===== config.mk =====
export PLATFORM = sky130hd
export DESIGN_NAME = hazard_ctrl
export DESIGN_NICKNAME = d
export VERILOG_FILES = /design/src/rtl/hazard_ctrl_pkg.sv /design/src/rtl/md_busy_timer.sv /design/src/rtl/hazard_ctrl.sv
export SDC_FILE = /design/constraint.sdc
export NUM_CORES = 1
export LEC_CHECK = 0
export CORE_ASPECT_RATIO = 0.8
export CORE_UTILIZATION = 36
export DETAILED_ROUTE_END_ITERATION = 10
export MAX_ROUTING_LAYER = met4
export PLACE_DENSITY_LB_ADDON = 0.1
export SLEW_MARGIN = 30
export SYNTH_ARGS = -nofsm -noshare
export SYNTH_HDL_FRONTEND = slang
export SYNTH_HIERARCHICAL = 1
export SYNTH_SLANG_ARGS = --single-unit

===== constraint.sdc =====
create_clock -name clk -period 2.5 [get_ports clk]
set_input_delay 0.25 -clock clk [delete_from_list [all_inputs] [get_ports clk]]
set_output_delay 0.25 -clock clk [all_outputs]
set_load 0.005 [all_outputs]

===== src/rtl/hazard_ctrl_pkg.sv =====
// Shared definitions for the pipeline hazard controller: register index
// width, TUSE/TNEW encodings, mult/div latencies and busy-timer states.
package hazard_ctrl_pkg;

   localparam int REG_W = 5;

   typedef logic [REG_W-1:0] regidx_t;
   typedef logic [1:0]       stage_t;

   // TUSE: cycles until the D instruction consumes an operand.
   localparam stage_t TUSE_0    = 2'd0;
   localparam stage_t TUSE_1    = 2'd1;
   localparam stage_t TUSE_2    = 2'd2;
   localparam stage_t TUSE_NONE = 2'd3;

   // TNEW: cycles until a producer's result can be forwarded.
   localparam stage_t TNEW_0 = 2'd0;
   localparam stage_t TNEW_1 = 2'd1;
   localparam stage_t TNEW_2 = 2'd2;
   localparam stage_t TNEW_3 = 2'd3;

   localparam int MULT_CYCLES_DEF = 5;
   localparam int DIV_CYCLES_DEF  = 10;

   // Busy-timer states; the state is implied by whether the count is zero.
   localparam logic TIMER_IDLE = 1'b0;
   localparam logic TIMER_BUSY = 1'b1;

   // A consumer stalls on a producer that writes the same non-zero register
   // and cannot forward in time. TUSE_NONE (3) can never be below a TNEW.
   function automatic logic regHazard(input regidx_t src, input stage_t tuse,
                                      input regidx_t dst, input stage_t tnew);
      return (src != '0) && (src == dst) && (tuse < tnew);
   endfunction

endpackage


===== src/rtl/md_busy_timer.sv =====
// Mult/div busy timer: a 4-bit down-counter loaded when a mult/div starts
// in E, keeping HI/LO consumers waiting until the result is ready.
module md_busy_timer
   import hazard_ctrl_pkg::*;
#(
   parameter int MULT_CYCLES = MULT_CYCLES_DEF,
   parameter int DIV_CYCLES  = DIV_CYCLES_DEF
)(
   input  logic clk,
   input  logic reset,
   input  logic start,
   input  logic isDiv,
   output logic busy
);

   localparam logic [3:0] MULT_LOAD = 4'(MULT_CYCLES);
   localparam logic [3:0] DIV_LOAD  = 4'(DIV_CYCLES);

   logic [3:0] cnt;
   logic       state;

   // Timer state follows directly from the count.
   always_comb begin
      state = (cnt != 4'd0) ? TIMER_BUSY : TIMER_IDLE;
   end

   // Load on a start while idle, count down while busy; a start while busy is ignored.
   always_ff @(posedge clk) begin
      if (reset) begin
         cnt <= 4'd0;
      end else begin
         case (state)
            TIMER_IDLE: if (start) cnt <= isDiv ? DIV_LOAD : MULT_LOAD;
            TIMER_BUSY: cnt <= cnt - 4'd1;
            default:    cnt <= 4'd0;
         endcase
      end
   end

   // The count may be stale in the first reset cycle, so busy is masked then.
   always_comb begin
      busy = (state == TIMER_BUSY) && !reset;
   end

endmodule


===== src/rtl/hazard_ctrl.sv =====
// Stall/flush controller for the five-stage MIPS pipeline. Decides each
// cycle whether the D-stage instruction may advance, based on register
// hazards against E and M producers and on the mult/div busy timer.
// Optional macro HAZARD_PERF_EN adds stall-cycle performance counters.
module hazard_ctrl
   import hazard_ctrl_pkg::*;
#(
   parameter int MULT_CYCLES = MULT_CYCLES_DEF,
   parameter int DIV_CYCLES  = DIV_CYCLES_DEF
)(
   input  logic              clk,
   input  logic              reset,
   input  logic [REG_W-1:0]  rsD,
   input  logic [REG_W-1:0]  rtD,
   input  logic [1:0]        tuseRsD,
   input  logic [1:0]        tuseRtD,
   input  logic [REG_W-1:0]  writeRegE,
   input  logic [1:0]        tnewE,
   input  logic [REG_W-1:0]  writeRegM,
   input  logic [1:0]        tnewM,
   input  logic              mdUseD,
   input  logic              mdStartE,
   input  logic              mdIsDivE,
   output logic              enPC,
   output logic              enIFID,
   output logic              flushIDEX,
   output logic              mdBusy,
   output logic              stallD
`ifdef HAZARD_PERF_EN
   ,
   output logic [31:0]       stallCycles,
   output logic [31:0]       mdStallCycles
`endif
);

   logic hazRs;
   logic hazRt;
   logic hazMd;

   md_busy_timer #(
      .MULT_CYCLES(MULT_CYCLES),
      .DIV_CYCLES (DIV_CYCLES)
   ) uTimer (
      .clk  (clk),
      .reset(reset),
      .start(mdStartE),
      .isDiv(mdIsDivE),
      .busy (mdBusy)
   );

   // Hazard detection against both producers; reset forces the pipeline to run.
   always_comb begin
      hazRs = regHazard(rsD, tuseRsD, writeRegE, tnewE) |
              regHazard(rsD, tuseRsD, writeRegM, tnewM);
      hazRt = regHazard(rtD, tuseRtD, writeRegE, tnewE) |
              regHazard(rtD, tuseRtD, writeRegM, tnewM);
      hazMd = mdUseD & (mdBusy | mdStartE);
      stallD    = !reset && (hazRs || hazRt || hazMd);
      enPC      = !stallD;
      enIFID    = !stallD;
      flushIDEX = stallD;
   end

`ifdef HAZARD_PERF_EN
   // Free-running stall counters, wrapping modulo 2^32.
   always_ff @(posedge clk) begin
      if (reset) begin
         stallCycles   <= 32'd0;
         mdStallCycles <= 32'd0;
      end else begin
         if (stallD) stallCycles <= stallCycles + 32'd1;
         if (hazMd)  mdStallCycles <= mdStallCycles + 32'd1;
      end
   end
`endif

endmodule


==> run_results.csv <==
group,metric,value,unit
floorplan,io_pins,38,
worst_hold_path,hold_class,"reg -> reg",
sta,drv_slew,0,
setup_path,crit_chain,"clkdlybuf4s50_1 -> xor2_1 -> nor4_2 -> nand3_1 -> o2bb2ai_2 -> a31o_1 -> clkdlybuf4s50_1",
setup_path,critPathTopFamily,"buffers and inverters",
synth,synth.most_common_cell,"xor2_1",
synth,synth_seq_cells,4,
sta,hold_violations,0,
global_route,grt_pass1_vias,637,
floorplan,core_area,1610,um2
status,violations,"DRC",
sta,relSlewSlack,81.59,%
setup_path,cp.arrival,2180,ps
global_route,grt-ovfl-total,0,
synth,ys_warn_count,6,
setup_path,crit_buf_inv,2,
route,viasPerCell,5.043,
setup_path,crit_type,"in -> out",
place,hpwlAfterDp,1412,um
setup_path,critPathMaxStageDelay,470,ps
route,wl_per_cell,12.70,um
power_and_ir_drop,p_per_area,517.8,nW/um2
cells_and_area,largest_reg_flops,4,
synth,synth_edf_count,0,
cts,clock_path_buffers,2,
cts,cts_sinks,4,
synth,synthArstFlopShare,0,%
cells_and_area,reg_top3,"uTimer/cnt: 4 flops",
status,outcome,"finished, violations left",
worst_hold_path,worstHoldStart,"uTimer/cnt[0]",
cts,clk_pin_slew,40,ps
global_route,gr-usage-all-layers,19.87,%
power_and_ir_drop,irDropWorstVdd,0.3968,mV
cells_and_area,area_growth,75.76,%
place,placed_area,1020,um2
floorplan,dieHeight,39.10,um
cells_and_area,final_cell_area,1089,um2
setup_path,endpoint,"enIFID",
sta,skew,2.901,ps
setup_path,rr_endpoint,"uTimer/cnt[0]",
cts,cts_hold_buf,0,
setup_path,worstSetupStartpoint,"rsD[2]",
synth,syn_nets,116,
cts,htreeDepth,1,
cells_and_area,largest-register,"uTimer/cnt",
route,postRouteAntennaNets,0,
synth,synth_seq_area_share,12.93,%
setup_path,path_common_cell,"clkdlybuf4s50_1",
synth,netlist_area,619.3,um2
sta,setup_violations,0,
setup_path,slowest_stage,"clkdlybuf4s50_1",
cells_and_area,instances_no_fill,141,
place,gp_congestion,0.7833,
route,vias,711,
setup_path,crit_required,2250,ps
cells_and_area,drive_gt1_share,15.13,%
synth,synth-main-ff-cell,"dfxtp_1",
setup_path,rrSetupSlack,990,ps
place,dp_cells,137,
synth,synthCells,78,
cells_and_area,final_nets,159,
sta,worstMarginPinSlew,273.9,ps
synth,synth_top_area_share,25.45,%
cts,cts_tree,"yes",
setup_path,critical_path_depth,7,
power_and_ir_drop,power,0.5636,mW
sta,period_share,97.00,%
cts,cts_inserted_buffers,3,
route,drt-total-wl,1790,um
setup_path,crit_fanout,3,
synth,yosys-top-cells-area,"xor2_1 25%, dfxtp_1 13%, ha_1 10%",
floorplan,die_area,1891,um2
setup_path,reg2regPathDepth,6,
synth,yosys.area.top_type,"xor2_1",
setup_path,start_kind,"input port",
global_route,antenna_found_initial,0,
setup_path,end_kind,"output port",
synth,synth.avg_cell_area,7.940,um2
global_route,grt_pass1_wl,2691,um
synth,synth_cell_types,27,
global_route,grt_max_degree,7,
route,dr.pass1.iters,7,
route,detail_route.iter0.violations,7,
sta,layout_min_cycle_time,2425,ps
cts,clkLatencyLatePin,230,ps
setup_path,reg2reg_from,"uTimer/cnt[0]",
cells_and_area,diodes,0,
sta,whs,484.5,ps
cts,root_buffer,"clkbuf_4",
place,numPortBuffers,37,
floorplan,initial_core_util,38.46,%
sta,fmax,412.4,MHz
floorplan,fp.dieW,48.38,um
synth,synth_commonest_cells,"18 x xor2_1, 6 x inv_1, 5 x ha_1, 5 x nor4_1, 5 x o21ai_0",
job,maxCapViolCount,0,
power_and_ir_drop,leakage,0.4384,nW
sta,setup_tns,0,ps
route,post-route-drc-count,1,
floorplan,rows,13,
[metal layers]
metal / up-vias / wire, um / global-route usage (%)
met5: - / 0 / -
met3: 0 / 113 / 7.843
met2: 25 / 807 / 33.10
met4: 0 / 0 / 0
met1: 320 / 869 / 24.43
li1: 366 / - / -
[placed cells by master (no fill, tap or decap), types with 3 or more instances in the layout]
master / count
ha_1: 4
inv_1: 4
nor4_1: 4
a211oi_1: 3
xor2_1: 18
clkbuf_4: 3
nand3_1: 3
nor2_1: 4
nor2b_1: 4
dfxtp_1: 3
clkdlybuf4s50_1: 34
o21ai_0: 4
buf_4: 4
[worst min-delay path by stage]
stage,endpoint,slack (ps),depth (start not counted)
6_report,uTimer/cnt[0],480,1
5_1_grt,uTimer/cnt[0],500,1
4_1_cts,uTimer/cnt[2],530,2
3_5_place_dp,uTimer/cnt[2],520,2
3_3_place_gp,uTimer/cnt[2],510,2
2_1_floorplan,uTimer/cnt[0],310,1
[cell families after synthesis]
logic type	share of synthesized area, %
simple gates	24.04
xor+xnor	28.28
compound gates	17.78
buf+inv	6.867
fa+ha+maj	10.10
flops	12.93
[power breakdown]
| part | total [mW] | internal [mW] | switching [mW] |
|---|---|---|---|
| Sequential | 0.131 | 0.0948 | 0.0360 |
| Clock | 0.0804 | 0.0537 | 0.0267 |
| Combinational | 0.352 | 0.211 | 0.142 |
[area by class of cell]
type / instances / area [um2]
Timing Repair Buffer: 41 / 400.4
Sequential cell: 4 / 81.33
Fill cell: 137 / 521.8
Clock buffer: 3 / 22.52
Multi-Input combinational cell: 65 / 534.3
Tap cell: 22 / 27.53
Inverter: 6 / 22.52
[metrics by stage]
step | util, % | worst slack (ps)
after floorplan | - | 590.3
after global placement | 63.33 | -17.41
after detailed placement | 63.33 | -60.25
after CTS | 65.11 | 2.916
after global routing | 67.60 | -15.47
final | 67.60 | 74.94
[worst register-to-register path: stages, from the launching register on]
cell,delay (ps)
dfxtp_2,340
inv_2,70
ha_4,140
or3b_4,380
buf_4,160
a21o_1,150
a211oi_2,190
[repair_timing]
item                                    CTS  global route
gates resized for setup                   5             9
buffers inserted                          0             1
endpoints found under the hold margin     0             0
pin swaps                                 1             3
endpoints found under the setup margin    4             2
Power figures use the tool's default switching activity.
